### src/rtl/ex_hilo_muldiv_pkg.sv
// Shared constants, FSM encoding and helpers for the execute-stage HI/LO multiply/divide unit.
package ex_hilo_muldiv_pkg;

    localparam int DATA_W = 32;
    localparam int ITER   = 32;
    localparam int CNT_W  = $clog2(ITER);

    localparam logic [5:0] OP_RTYPE = 6'b000000;
    localparam logic [5:0] F_MFHI   = 6'b010000;
    localparam logic [5:0] F_MTHI   = 6'b010001;
    localparam logic [5:0] F_MFLO   = 6'b010010;
    localparam logic [5:0] F_MTLO   = 6'b010011;
    localparam logic [5:0] F_MULT   = 6'b011000;
    localparam logic [5:0] F_MULTU  = 6'b011001;
    localparam logic [5:0] F_DIV    = 6'b011010;
    localparam logic [5:0] F_DIVU   = 6'b011011;

    typedef enum logic [1:0] {
        S_IDLE = 2'd0,
        S_RUN  = 2'd1,
        S_FIX  = 2'd2
    } state_t;

    // Everything the sign-fix stage needs, captured at acceptance.
    typedef struct packed {
        logic              is_div;
        logic              neg;
        logic              rneg;
        logic              div0;
        logic [DATA_W-1:0] op1;
    } op_t;

    function automatic logic [DATA_W-1:0] mag(input logic [DATA_W-1:0] x, input logic is_signed);
        return (is_signed && x[DATA_W-1]) ? -x : x;
    endfunction

endpackage

### src/rtl/ex_hilo_muldiv_iter_core.sv
// Radix-2 iterative datapath: shift-add multiply or restoring divide on unsigned magnitudes.
module ex_hilo_muldiv_iter_core
    import ex_hilo_muldiv_pkg::*;
(
    input  logic                CLK,
    input  logic                RST,
    input  logic                load,
    input  logic                step,
    input  logic                is_div,
    input  logic [DATA_W-1:0]   a_mag,
    input  logic [DATA_W-1:0]   b_mag,
    output logic [2*DATA_W-1:0] acc,
    output logic                cnt_last
);

    logic [2*DATA_W-1:0] acc_q, acc_d;
    logic [DATA_W-1:0]   opnd_q, opnd_d;
    logic                div_q, div_d;
    logic [CNT_W-1:0]    cnt_q, cnt_d;
    logic [DATA_W:0]     sum;
    logic [DATA_W+1:0]   trial;

    // Multiply: acc = {partial, multiplier}. Divide: acc = {remainder, dividend/quotient}.
    always_comb begin
        acc_d  = acc_q;
        opnd_d = opnd_q;
        div_d  = div_q;
        cnt_d  = cnt_q;
        sum    = {1'b0, acc_q[2*DATA_W-1:DATA_W]} + {1'b0, (acc_q[0] ? opnd_q : '0)};
        trial  = {1'b0, acc_q[2*DATA_W-1:DATA_W-1]} - {2'b00, opnd_q};
        if (load) begin
            acc_d  = {{DATA_W{1'b0}}, (is_div ? a_mag : b_mag)};
            opnd_d = is_div ? b_mag : a_mag;
            div_d  = is_div;
            cnt_d  = '0;
        end else if (step) begin
            cnt_d = cnt_q + CNT_W'(1);
            if (!div_q) begin
                acc_d = {sum, acc_q[DATA_W-1:1]};
            end else if (!trial[DATA_W+1]) begin
                acc_d = {trial[DATA_W-1:0], acc_q[DATA_W-2:0], 1'b1};
            end else begin
                acc_d = {acc_q[2*DATA_W-2:0], 1'b0};
            end
        end
    end

    always_ff @(posedge CLK or negedge RST) begin
        if (!RST) begin
            acc_q  <= '0;
            opnd_q <= '0;
            div_q  <= 1'b0;
            cnt_q  <= '0;
        end else begin
            acc_q  <= acc_d;
            opnd_q <= opnd_d;
            div_q  <= div_d;
            cnt_q  <= cnt_d;
        end
    end

    assign acc      = acc_q;
    assign cnt_last = (cnt_q == CNT_W'(ITER - 1));

endmodule

### src/rtl/ex_hilo_muldiv.sv
// HI/LO multiply/divide unit: decode, IDLE/RUN/FIX control, sign fix, HI/LO registers and stall.
//   state  | meaning
//   S_IDLE | no operation in flight; MTxx/MFxx served, mult/div accepted
//   S_RUN  | one radix-2 step per cycle in the core
//   S_FIX  | apply signs to the magnitude result and write HI/LO
module ex_hilo_muldiv
    import ex_hilo_muldiv_pkg::*;
(
    input  logic              CLK,
    input  logic              RST,
    input  logic [31:0]       Ins,
    input  logic [DATA_W-1:0] Rdata1,
    input  logic [DATA_W-1:0] Rdata2,
    output logic [DATA_W-1:0] HiLoOut,
    output logic              HiLoSel,
    output logic              Busy,
    output logic              Stall
);

    state_t              state_q, state_d;
    op_t                 op_q, op_d;
    logic [DATA_W-1:0]   hi_q, hi_d, lo_q, lo_d;
    logic                busy_q, busy_d;
    logic [2*DATA_W-1:0] core_acc, prod;
    logic [DATA_W-1:0]   quot, rem;
    logic                cnt_last;
    logic                rtype, is_md, is_mt, is_mf, is_hilo, op_signed, load;
    logic [5:0]          funct;
    logic                unused_ins;

    assign unused_ins = ^Ins[25:6];
    assign funct      = Ins[5:0];
    assign rtype      = (Ins[31:26] == OP_RTYPE);
    assign is_md      = rtype && (funct inside {F_MULT, F_MULTU, F_DIV, F_DIVU});
    assign is_mt      = rtype && (funct inside {F_MTHI, F_MTLO});
    assign is_mf      = rtype && (funct inside {F_MFHI, F_MFLO});
    assign is_hilo    = is_md || is_mt || is_mf;
    assign op_signed  = ~funct[0];
    assign load       = (state_q == S_IDLE) && is_md;

    ex_hilo_muldiv_iter_core u_core (
        .CLK      (CLK),
        .RST      (RST),
        .load     (load),
        .step     (state_q == S_RUN),
        .is_div   (funct[1]),
        .a_mag    (mag(Rdata1, op_signed)),
        .b_mag    (mag(Rdata2, op_signed)),
        .acc      (core_acc),
        .cnt_last (cnt_last)
    );

    // Quotient sign follows the operand signs; remainder follows the dividend.
    assign prod = op_q.neg  ? -core_acc : core_acc;
    assign quot = op_q.neg  ? -core_acc[DATA_W-1:0] : core_acc[DATA_W-1:0];
    assign rem  = op_q.rneg ? -core_acc[2*DATA_W-1:DATA_W] : core_acc[2*DATA_W-1:DATA_W];

    always_comb begin
        state_d = state_q;
        op_d    = op_q;
        hi_d    = hi_q;
        lo_d    = lo_q;
        case (state_q)
            S_IDLE: begin
                if (is_md) begin
                    state_d     = S_RUN;
                    op_d.is_div = funct[1];
                    op_d.neg    = op_signed && (Rdata1[DATA_W-1] ^ Rdata2[DATA_W-1]);
                    op_d.rneg   = op_signed && Rdata1[DATA_W-1];
                    op_d.div0   = (Rdata2 == '0);
                    op_d.op1    = Rdata1;
                end else if (is_mt) begin
                    if (funct == F_MTHI) hi_d = Rdata1;
                    else                 lo_d = Rdata1;
                end
            end
            S_RUN: begin
                if (cnt_last) state_d = S_FIX;
            end
            S_FIX: begin
                state_d = S_IDLE;
                if (!op_q.is_div) begin
                    {hi_d, lo_d} = prod;
                end else if (op_q.div0) begin
                    hi_d = op_q.op1;
                    lo_d = '1;
                end else begin
                    hi_d = rem;
                    lo_d = quot;
                end
            end
            default: state_d = S_IDLE;
        endcase
        busy_d = (state_d != S_IDLE);
    end

    always_ff @(posedge CLK or negedge RST) begin
        if (!RST) begin
            state_q <= S_IDLE;
            op_q    <= '0;
            hi_q    <= '0;
            lo_q    <= '0;
            busy_q  <= 1'b0;
        end else begin
            state_q <= state_d;
            op_q    <= op_d;
            hi_q    <= hi_d;
            lo_q    <= lo_d;
            busy_q  <= busy_d;
        end
    end

    always_comb begin
        HiLoOut = '0;
        if (is_mf) HiLoOut = (funct == F_MFHI) ? hi_q : lo_q;
    end

    assign HiLoSel = is_mf;
    assign Busy    = busy_q;
    assign Stall   = busy_q && is_hilo;

endmodule
### config.mk
export PLATFORM = sky130hd
export DESIGN_NAME = ex_hilo_muldiv
export DESIGN_NICKNAME = d
export VERILOG_FILES = /design/src/rtl/ex_hilo_muldiv_pkg.sv /design/src/rtl/ex_hilo_muldiv_iter_core.sv /design/src/rtl/ex_hilo_muldiv.sv
export SDC_FILE = /design/constraint.sdc
export NUM_CORES = 1
export LEC_CHECK = 0
export BUFFER_PORTS_ARGS = -buffer_cell sky130_fd_sc_hd__buf_4
export CAP_MARGIN = 20
export CORE_UTILIZATION = 48
export DETAILED_ROUTE_END_ITERATION = 10
export HOLD_SLACK_MARGIN = 0.05
export PLACE_DENSITY = 0.63
export SYNTH_ARGS = -nofsm -noshare
export SYNTH_HDL_FRONTEND = slang
export SYNTH_SLANG_ARGS = --single-unit
### constraint.sdc
create_clock -name CLK -period 5.6 [get_ports CLK]
set_input_delay 0.28 -clock CLK [delete_from_list [all_inputs] [get_ports CLK]]
set_output_delay 0.28 -clock CLK [all_outputs]
set_load 0.01 [all_outputs]
Yosys cells after proc, flatten, opt, wreduce, memory -nomap -nowiden

Index checks and enable logic that the tools add are counted.

ROM bits: 0
Input bits: 98
Bits in latches: 0
Word-level logic and storage cells: 91
Memories kept: 0
Register bits after elaboration: 205
RAM bits: 0

Add/subtract/negate cells: 8
Equal/unequal tests: 15
Magnitude comparators: 0
Reductions and logical operators: 22
Bitwise operators: 2
Shift operators: 0
Mux-type cells: 31
$mul: 0
Div/mod/pow operators: 0

Operator list:

| operator                                      | number |
|---|---|
| two-way mux 32 bit                            | 19 |
| two-way mux 64 bit                            | 5 |
| negator 32 bit                                | 4 |
| one-hot mux 32 bit (2 select lines)           | 2 |
| negator 64 bit                                | 1 |
| == test 6 x 5 -> 1 bit, second input constant | 8 |
| subtractor 33 x 32 -> 34 bit                  | 1 |
| adder 32 x 32 -> 33 bit                       | 1 |
| zero test 32 bit                              | 1 |
| two-way mux 5 bit                             | 2 |
| nonzero test 2 bit                            | 5 |
| logical AND 1 bit                             | 8 |
| AND reduction 4 bit                           | 2 |
| zero test 6 bit                               | 1 |
| != test 2 bit, second input constant          | 3 |
| adder 5 x 1 -> 5 bit, second input constant   | 1 |
| == test 5 bit, second input constant          | 1 |
| two-way mux 2 bit                             | 2 |
| one-hot mux 2 bit (2 select lines)            | 1 |
| nonzero test 4 bit                            | 1 |
| == test 2 x 1 -> 1 bit, second input constant | 1 |
| == test 2 bit, second input constant          | 1 |
| zero test 2 bit                               | 1 |
| logical OR 1 bit                              | 2 |
| 4 further kinds                               | 4 |

Depth between registers and ports, before layout

Gate-level depths: netlist (run 1).

Depth in word-level cells: 6
Gate-level depth with buffers: 14
Gate-level depth less buffers: 13

By module

A second synthesis (run 1) with hierarchy kept.

Cell total of the unflattened synthesis: 2460
Area total of the unflattened synthesis: 18556.5 um^2

By module, submodules not included:

| module                   | instances | cells an instance | area each (um^2) |
|---|---|---|---|
| ex_hilo_muldiv           | 1         | 1327              | 9475.3 |
| ex_hilo_muldiv_iter_core | 1         | 1133              | 9081.2 |

Worst setup path before layout (run 1)

OpenSTA, ideal clock, no wires.

Path kind: register to register
Start: reg u_core.acc_q[0] (netlist: u_core.acc[0])
End: reg u_core.acc_q[51] (netlist: u_core.acc[51])
Stages on the path, launching flop included: 15
Path slack: 2.392 ns
Data arrival time: 3.070 ns
Required time: 5.461 ns
Cells stage by stage: dfrtp_1 -> clkbuf_1 -> inv_1 -> clkbuf_1 -> nor2_1 -> ha_1 -> o211ai_1 -> a21oi_1 -> a211oi_1 -> o21ai_0 -> a211o_1 -> a311oi_1 -> o21ai_0 -> xnor2_1 -> o221ai_1

Longest elaborated chain between the ends: 5

RTL lines:

| element                  | RTL line                       | source |
|---|---|---|
| start: declaration       | ex_hilo_muldiv_iter_core.sv:16 | `logic [2*DATA_W-1:0] acc_q, acc_d;` |
| start signal: assignment | ex_hilo_muldiv_iter_core.sv:50 | `acc_q <= '0;` |
| start signal: assignment | ex_hilo_muldiv_iter_core.sv:55 | `acc_q <= acc_d;` |
| two-way mux 32 bit       | ex_hilo_muldiv_iter_core.sv:29 | `sum = {1'b0, acc_q[2*DATA_W-1:DATA_W]} + {1'b0, (acc_q[0] ? opnd_q : '0)};` |
| adder 32 x 32 -> 33 bit  | ex_hilo_muldiv_iter_core.sv:29 |  |
| two-way mux 64 bit       | ex_hilo_muldiv_iter_core.sv:38 | `if (!div_q) begin` |
| two-way mux 64 bit       | ex_hilo_muldiv_iter_core.sv:36 | `end else if (step) begin` |
| two-way mux 64 bit       | ex_hilo_muldiv_iter_core.sv:31 | `if (load) begin` |

Every way passes these cells. The select of a mux whose other input is x is not followed.
A chain may end at the register's enable or synchronous reset.

Final worst setup path (run 1)

Start: reg u_core.acc_q[32] (netlist: u_core.acc[32])
End: reg u_core.acc_q[32] (netlist: u_core.acc[32])

Longest elaborated chain between the ends: 5
Elaborated cells on any way between the ends: 6
Those cells by class: add/sub: 2; mux: 4

RTL lines:

| element                      | RTL line                       | source |
|---|---|---|
| subtractor 33 x 32 -> 34 bit | ex_hilo_muldiv_iter_core.sv:30 | `trial = {1'b0, acc_q[2*DATA_W-1:DATA_W-1]} - {2'b00, opnd_q};` |
| two-way mux 64 bit           | ex_hilo_muldiv_iter_core.sv:40 | `end else if (!trial[DATA_W+1]) begin` |
| two-way mux 64 bit *         | ex_hilo_muldiv_iter_core.sv:38 |  |
| two-way mux 64 bit *         | ex_hilo_muldiv_iter_core.sv:36 |  |
| two-way mux 64 bit *         | ex_hilo_muldiv_iter_core.sv:31 |  |

Mark *: on every way between the ends. The rest lies on a longest branch, timed or not. The select of a mux whose other input is x is not followed.

==> impl_results.md, run 1 <==
* Maximum vdd ir drop at 0.2974 mV
* Filler cell count at 3,428
* Num CTS Buffers at 26
* Period utilization at 73.05%
* Reg area at 5106 um^2
* Crit path cell chain: ha_1 > nor2b_1 > o31a_1 > o311ai_1 > o21ai_1 > buf_4 > a22oi_1 > a211oi_2 > nand2b_1 > buf_4 > mux2_2 > o221ai_1
* Slew Viols, Final at 0
* Failing checks: DRC
* Hold_ws at 0.06995 ns
* Input/output buffers at 112
* Post-CTS setup buffer count at 0
* Status: finished, violations left
* DIE HEIGHT at 193.4 um
* FF+latch count, synth at 204
* Slew at the pin closest to its max-slew limit at 1.168 ns
* Initial antenna violation count at 0
* Pre-antenna DRT Iters at 9
* DR iter-0 viols at 1,821
* Skew-Pair Late Insertion Delay at 0.56 ns
* Fmax at 0.2445 GHz
* Final wirelength at 66,660 um
* Max Cap Viol at 0
* Sinks on Clock Net at 204
* Io pins at 133
* Post-layout min period at 4.091 ns
* Core area at 35,830 um^2
* Buf/Inv on CP at 2
* Top cell type's share of synthesized area at 29.04%
* CTS max path bufs at 3
* Synth Flop Type: dfrtp_1
* Clock Tree Root: clkbuf_16
* Area grow syn2layout at 11.94%
* RSZ-0062 raised after global routing: no
* Yosys Warn Count at 0
* Antenna-violating nets left at 0
* Antenna fix cells at 0
* Worst setup EP type: flop
* Setup Skew at 0.02005 ns
* Via count at 17,847
* Final hold violation count at 0
* WP data arrival at 4.52 ns
* Mapped cell area at 17,580 um^2
* Design area at 19,680 um^2
* First-pass GRT wire length at 101,400 um
* Max_slew headroom at 21.51%
* Hold_buf cts at 28
* Vias in the first global route at 16,589
* HP Class: in -> reg
* Leading area contributor after synthesis: dfrtp_1
* Slowest-stage cell, CP: dfrtp_1
* Type of origin of the critical path: flop
* Clock-pin slew on the worst setup and hold paths at 0.06 ns
* CTS tree: done
* Number of cell rows at 69
* Final setup viols at 0
* Syn Inst Count at 2,314
* Placer Congestion at 0.9838
* Sequential share of the synthesized area at 29.04%
* Die X at 193.4 um
* # DRC at 9
* Area after DPL at 18,600 um^2
* Share of cells above drive strength 1 at 9.516%
* Cts repair resizes at 0
* Nets at 2,508
* Post-synth ARST share at 100.0%
* Setup TNS at 0 ns
* Die area at 37,400 um^2
* Hpwl dp at 49,120 um
* Global route overflow at 0
* Crit-path max FO at 29
* Initial Util at 49.07%
* Number of flops mapped to enable cells by yosys at 0
* Crit path max-delay family: compound AO/OA/AOI/OAI gates
* Most used cell, CP: buf_4
* Synth unique cells at 83
* Vias per std cell at 6.340
* LEAKAGE at 0.008614 uW
* Multi-input gate area at 11,510 um^2
* Cell area power density at 407.4 nW/um^2
* Crit-path max cell delay at 0.64 ns
* Synth area leaders: dfrtp_1 29%, nand2_1 6.6%, o21ai_0 6.5%
* Pin count of the biggest net entering global routing at 118
* Tot GR Track Use at 35.01%
* WS Path Type: reg -> reg
* WL/cell at 23.68 um
* H-Tree Depth at 1
* Avg Cell Area, Syn at 7.597 um^2
* Synthesized net count at 2,484
* Required @ worst endpoint at 6.03 ns
## cells in the mapped netlist (5+ instances only)
library cell  number
a211o_1            5
nand4_1           11
a211oi_1          23
nand3_1           39
or3_1             20
o31ai_1           29
o21ai_0          229
and4_1             6
a21o_1            17
a22oi_1           24
o21bai_1          10
xnor2_1           98
ha_1              70
nand3b_1           5
nor3_1            42
or4_1             10
o211ai_1          58
a21oi_1          182
and2_1            14
inv_1             83
o21a_1             9
and3_1            10
nand2b_1          15
nor4_1            12
buf_1             10
nor2b_1           20
a41oi_1            5
mux2i_1           88
or2_2              6
dfrtp_1          204
nand2_1          308
a31oi_1           23
o221ai_1           5
nor2_1           216
o41ai_1           10
xor2_1            73
buf_2              9
mux2_2             8
o22ai_1           70
clkbuf_1         152
a221oi_1          11
## power breakdown
group	internal [uW]	switching [uW]	total, uW
sequential	1720	712	2430
clock	935	687	1620
combinational	1630	2340	3960
## final timing paths
path                                        end  slack, ns      startpoint  depth (start not counted)
worst max-delay path             u_core.acc[32]       1.51  u_core.acc[32]                         12
worst min-delay path                   op_q[11]       0.07      Rdata1[11]                          3
worst max register to register   u_core.acc[32]       1.51  u_core.acc[32]                         12
worst min register to register         op_q[31]       0.47        op_q[31]                          2
max in group asynchronous       u_core.cnt_q[0]       4.14             RST                          3
min in group asynchronous              op_q[25]       0.30             RST                          2
## cell type report
type | instances | share of cell area [%]
Multi-Input combinational cell | 1851 | 58.48
Sequential cell | 204 | 25.95
Timing Repair Buffer | 171 | 6.981
Clock buffer | 36 | 3.859
Tap cell | 461 | 2.931
Inverter | 84 | 1.602
Clock inverter | 8 | 0.2035
## per-layer routing
metal  GRT usage [%]  up-vias  share of wire, %  routed length [um]
met2           54.36      770                44               29350
li1                -     8323                 -                   -
met5               0        -                 0                   0
met4           14.31        0               4.4                2904
met3           4.986      147               7.9                5253
met1           48.87     8607                44               29150
## sequential cells by signal, indices dropped and copies added, names as in the netlist
| signal | cells |
|---|---|
| u_core.opnd_q | 32 |
| hi_q | 32 |
| op_q | 36 |
| state_q | 2 |
| Busy | 1 |
| u_core.acc | 64 |
| u_core.cnt_q | 5 |
| lo_q | 32 |
## worst min-delay path: cells and delay by family
family	cells	cell delay (ns)
buffers and inverters	2	0.22
AOI/OAI and AO/OA	1	0.08
## cells in the final DEF (no fill, tap or decap), drive strengths merged, types with 29 or more instances in the layout
cell,n
nand3,39
o211ai,58
ha,70
xor2,73
o22ai,70
dfrtp,204
mux2i,88
nand2,308
a21oi,182
o21ai,233
inv,83
clkbuf,36
nor2,217
nor3,43
o31ai,29
xnor2,98
buf,143
## through the flow
stage | instances | power (uW) | setup slack (ns) | util [%]
global route | 2815 | 8493 | 1.356 | 54.93
detailed placement | 2743 | 6268 | 1.656 | 51.91
finish | 2815 | 8017 | 1.509 | 54.93
floorplan | 2314 | 5047 | 2.392 | -
CTS | 2815 | 7912 | 1.618 | 54.93
global placement | 2743 | 6210 | 1.638 | 51.91
## cells by family after synthesis
| family | Yosys count | share of synthesized area (%) |
|---|---|---|
| simple gates | 758 | 19.68 |
| compound gates | 754 | 26.33 |
| xor+xnor | 171 | 8.519 |
| mux | 96 | 5.523 |
| fa+ha+maj | 72 | 5.210 |
| buf+inv | 259 | 5.701 |
| flops | 204 | 29.04 |
Power figures use the tool's default switching activity.
==> run 2: changes to the inputs <==
--- a/config.mk
+++ b/config.mk
@@ -10,7 +10,7 @@
 export CORE_UTILIZATION = 48
 export DETAILED_ROUTE_END_ITERATION = 10
 export HOLD_SLACK_MARGIN = 0.05
-export PLACE_DENSITY = 0.63
+export PLACE_DENSITY = 0.66
 export SYNTH_ARGS = -nofsm -noshare
 export SYNTH_HDL_FRONTEND = slang
 export SYNTH_SLANG_ARGS = --single-unit
==> constraint.sdc (replaced) <==
create_clock -name CLK -period 3.7 [get_ports CLK]
set_input_delay 0.185 -clock CLK [delete_from_list [all_inputs] [get_ports CLK]]
set_output_delay 0.185 -clock CLK [all_outputs]
set_load 0.01 [all_outputs]
==> impl_results.md, run 2 (same netlist as run 1, synthesis figures left out) <==
* Combinational share of power at 54.9% (+5.5 points)
* Post-layout min period at 3.364 ns (-0.7270 ns)
* DR iter-0 viols at 1,856 (+1.9%)
* Placer Congestion at 0.9872 (+0.35%)
* FF-to-FF End: u_core.acc[53]
* Skew-Pair Late Insertion Delay at 0.57 ns (about the same)
* Crit path cell chain: inv_1 > ha_1 > nor2b_1 > o31a_1 > o311ai_1 > buf_4 > o21ai_1 > a22oi_1 > buf_4 > a211oi_2 > buf_4 > nor3_1 > buf_4 > or4_1 > a31oi_1
* Crit-path max cell delay at 0.50 ns (-0.14 ns)
* Buf/Inv on CP at 5 (+3)
* Max_slew headroom at 25.27% (+3.8 points)
* Cell Count, Final, Fillers Out at 2,892 (+2.7%)
* Core area at 35,830 um^2 (unchanged)
* Switch Pwr at 5893 uW (+58%)
* Clock power frac at 20.3% (about the same)
* CTS max path bufs at 3 (unchanged)
* Die X at 193.4 um (unchanged)
* Global route overflow at 0 (unchanged)
* Slew Viols, Final at 0 (unchanged)
* Via count at 18,279 (+2.4%)
* Failing checks: DRC
* Fmax at 0.2973 GHz (+22%)
* Area grow syn2layout at 15.99%
* WP data arrival at 3.85 ns (-0.67 ns)
* Antenna fix cells at 0 (unchanged)
* Final wirelength at 69,070 um (+3.6%)
* Vias per std cell at 6.321 (-0.31%)
* Pin count of the biggest net entering global routing at 114 (-3.4%)
* Number of cell rows at 69 (unchanged)
* WS Path Type: reg -> reg
* Commonest non-fill, non-tap cell in the layout: nand2_1
* Hold EP: u_core.acc[23]
* Final setup viols at 0 (unchanged)
* Filler cell count at 3,389 (-1.1%)
* WL/cell at 23.88 um (+0.86%)
* Area after DPL at 19,110 um^2 (+2.8%)
* Initial Util at 49.07% (unchanged)
* Max Cap Viol at 0 (unchanged)
* DIE HEIGHT at 193.4 um (unchanged)
* Setup TNS at 0 ns (unchanged)
* Fin util at 56.92% (+2.0 points)
* Status: finished, violations left
* Worst R2R Path Depth at 15 (+3)
* Placed cells at 2,807 (+2.3%)
* H-Tree Depth at 1 (unchanged)
* Most frequent cells in the layout: 308 x nand2_1, 229 x o21ai_0, 215 x nor2_1
* Total Power at 12,830 uW (+60%)
* Initial antenna violation count at 3 (+3)
* Sinks on Clock Net at 204 (unchanged)
* Flop pwr share at 24.8% (-5.5 points)
* Critical register-to-register path startpoint: u_core.opnd_q[1]
* Maximum vdd ir drop at 0.4703 mV (+58%)
* First-pass GRT wire length at 104,300 um (+2.8%)
* Slowest-stage cell, CP: or4_1
* Period utilization at 90.91% (+18 points)
* Clock-pin slew on the worst setup and hold paths at 0.06 ns (about the same)
* HP Class: in -> reg
* Sw frac at 45.93% (-0.67 points)
* CTS tree: done
* Slew at the pin closest to its max-slew limit at 1.121 ns (-0.04737 ns)
* Tot GR Track Use at 36.35% (+1.3 points)
* Antenna-violating nets left at 0 (unchanged)
* Post-CTS setup buffer count at 0 (unchanged)
* RSZ-0062 raised after global routing: no
* Die area at 37,400 um^2 (unchanged)
* Most used cell, CP: buf_4
* Hold Startpoint: Rdata2[23]
* Io pins at 133 (unchanged)
* Pre-antenna DRT Iters at 10 (+1)
* Cell area power density at 629.2 nW/um^2 (+54%)
* R2R Setup Slk at 0.34 ns (-1.17 ns)
* Worst setup EP type: flop
* Crit-path max FO at 6 (-79%)
* Required @ worst endpoint at 4.18 ns (-1.85 ns)
* Max reg flops at 64 (unchanged)
* Crit path max-delay family: compound AO/OA/AOI/OAI gates
* LEAKAGE at 0.009002 uW (+4.5%)
* Vias in the first global route at 17,312 (+4.4%)
* Num CTS Buffers at 26 (unchanged)
* Nets at 2,582 (+3.0%)
* WHS Path Cells at 4 (+1)
* Input/output buffers at 112 (unchanged)
* Final hold violation count at 0 (unchanged)
* Type of origin of the critical path: flop
* # DRC at 13 (+4)
* Design area at 20,390 um^2 (+3.6%)
* Clock Tree Root: clkbuf_16
* Int Pwr at 6938 uW (+62%)
* Hpwl dp at 51,780 um (+5.4%)
* Setup Skew at 0.02196 ns (+0.001904 ns)
* Share of cells above drive strength 1 at 12.01% (+2.5 points)
## run 2: cell count changes in the layout (fill, tap and decap cells not counted), sizes merged
cell,change
clkbuf,+5
dlygate4sd3,+9
bufinv,+1
clkinvlp,+3
buf,+65
clkinv,-6
## run 2: worst max-delay path by stage
stage | start | to | slack [ns] | depth (start not counted)
global route | u_core.acc[0] | u_core.acc[60] | 0.02 | 13
floorplan | u_core.acc[0] | u_core.acc[51] | 0.49 | 14
CTS | u_core.acc[32] | u_core.acc[51] | 0.32 | 13
detailed placement | u_core.acc[32] | u_core.acc[51] | 0.35 | 13
global placement | u_core.acc[0] | u_core.acc[57] | 0.42 | 13
finish | u_core.opnd_q[1] | u_core.acc[53] | 0.34 | 15
## run 2: through the flow
stage	hold WS [ns]	worst slack (ns)
floorplan	-0.1106	0.4916
global placement	0.3331	0.4243
detailed placement	0.3345	0.3539
CTS	0.05146	0.3233
global route	0.09422	0.01671
finish	0.06804	0.3363
## run 2: worst register-to-register path: stages (launching register included)
cell and delay [ns]:
dfrtp_1 0.35, inv_1 0.06, ha_1 0.26, nor2b_1 0.22, o31a_1 0.22, o311ai_1 0.10
buf_4 0.17, o21ai_1 0.31, a22oi_1 0.13, buf_4 0.18, a211oi_2 0.20, buf_4 0.17
nor3_1 0.04, buf_4 0.19, or4_1 0.50, a31oi_1 0.17
## run 2: final cells by class
type / instances / area [um^2] / area share (%)
Clock inverter: 6 / 77.57 / 0.3804
Inverter: 84 / 315.3 / 1.546
Clock buffer: 41 / 797.0 / 3.908
Multi-Input combinational cell: 1851 / 11510 / 56.47
Tap cell: 461 / 576.8 / 2.829
Sequential cell: 204 / 5106 / 25.04
Timing Repair Buffer: 245 / 2004 / 9.829
## run 2: timing repair
| action | in CTS | in global routing |
|---|---|---|
| resized for setup | 0 | 1 |
| setup endpoints to repair | 0 | 1 |
| hold endpoints to repair | 177 | 0 |
| hold buffers | 37 | 0 |
## run 2: metal layers
layer / global-route usage (%) / share of wire (%) / up-vias
met5: 0 / 0 / -
met4: 18.87 / 5.7 / 0
met3: 6.189 / 9.7 / 182
met2: 56.68 / 44 / 967
met1: 48.42 / 41 / 8647
li1: - / - / 8483
## run 2: power by group through the flow
stage	clock (uW)	sequential, uW	combinational, uW
6_report	2610	3180	7040
5_1_grt	2700	3220	7640
4_1_cts	2630	3150	6880
3_5_place_dp	0	3190	6810
3_3_place_gp	0	3180	6710
2_1_floorplan	0	3030	4610
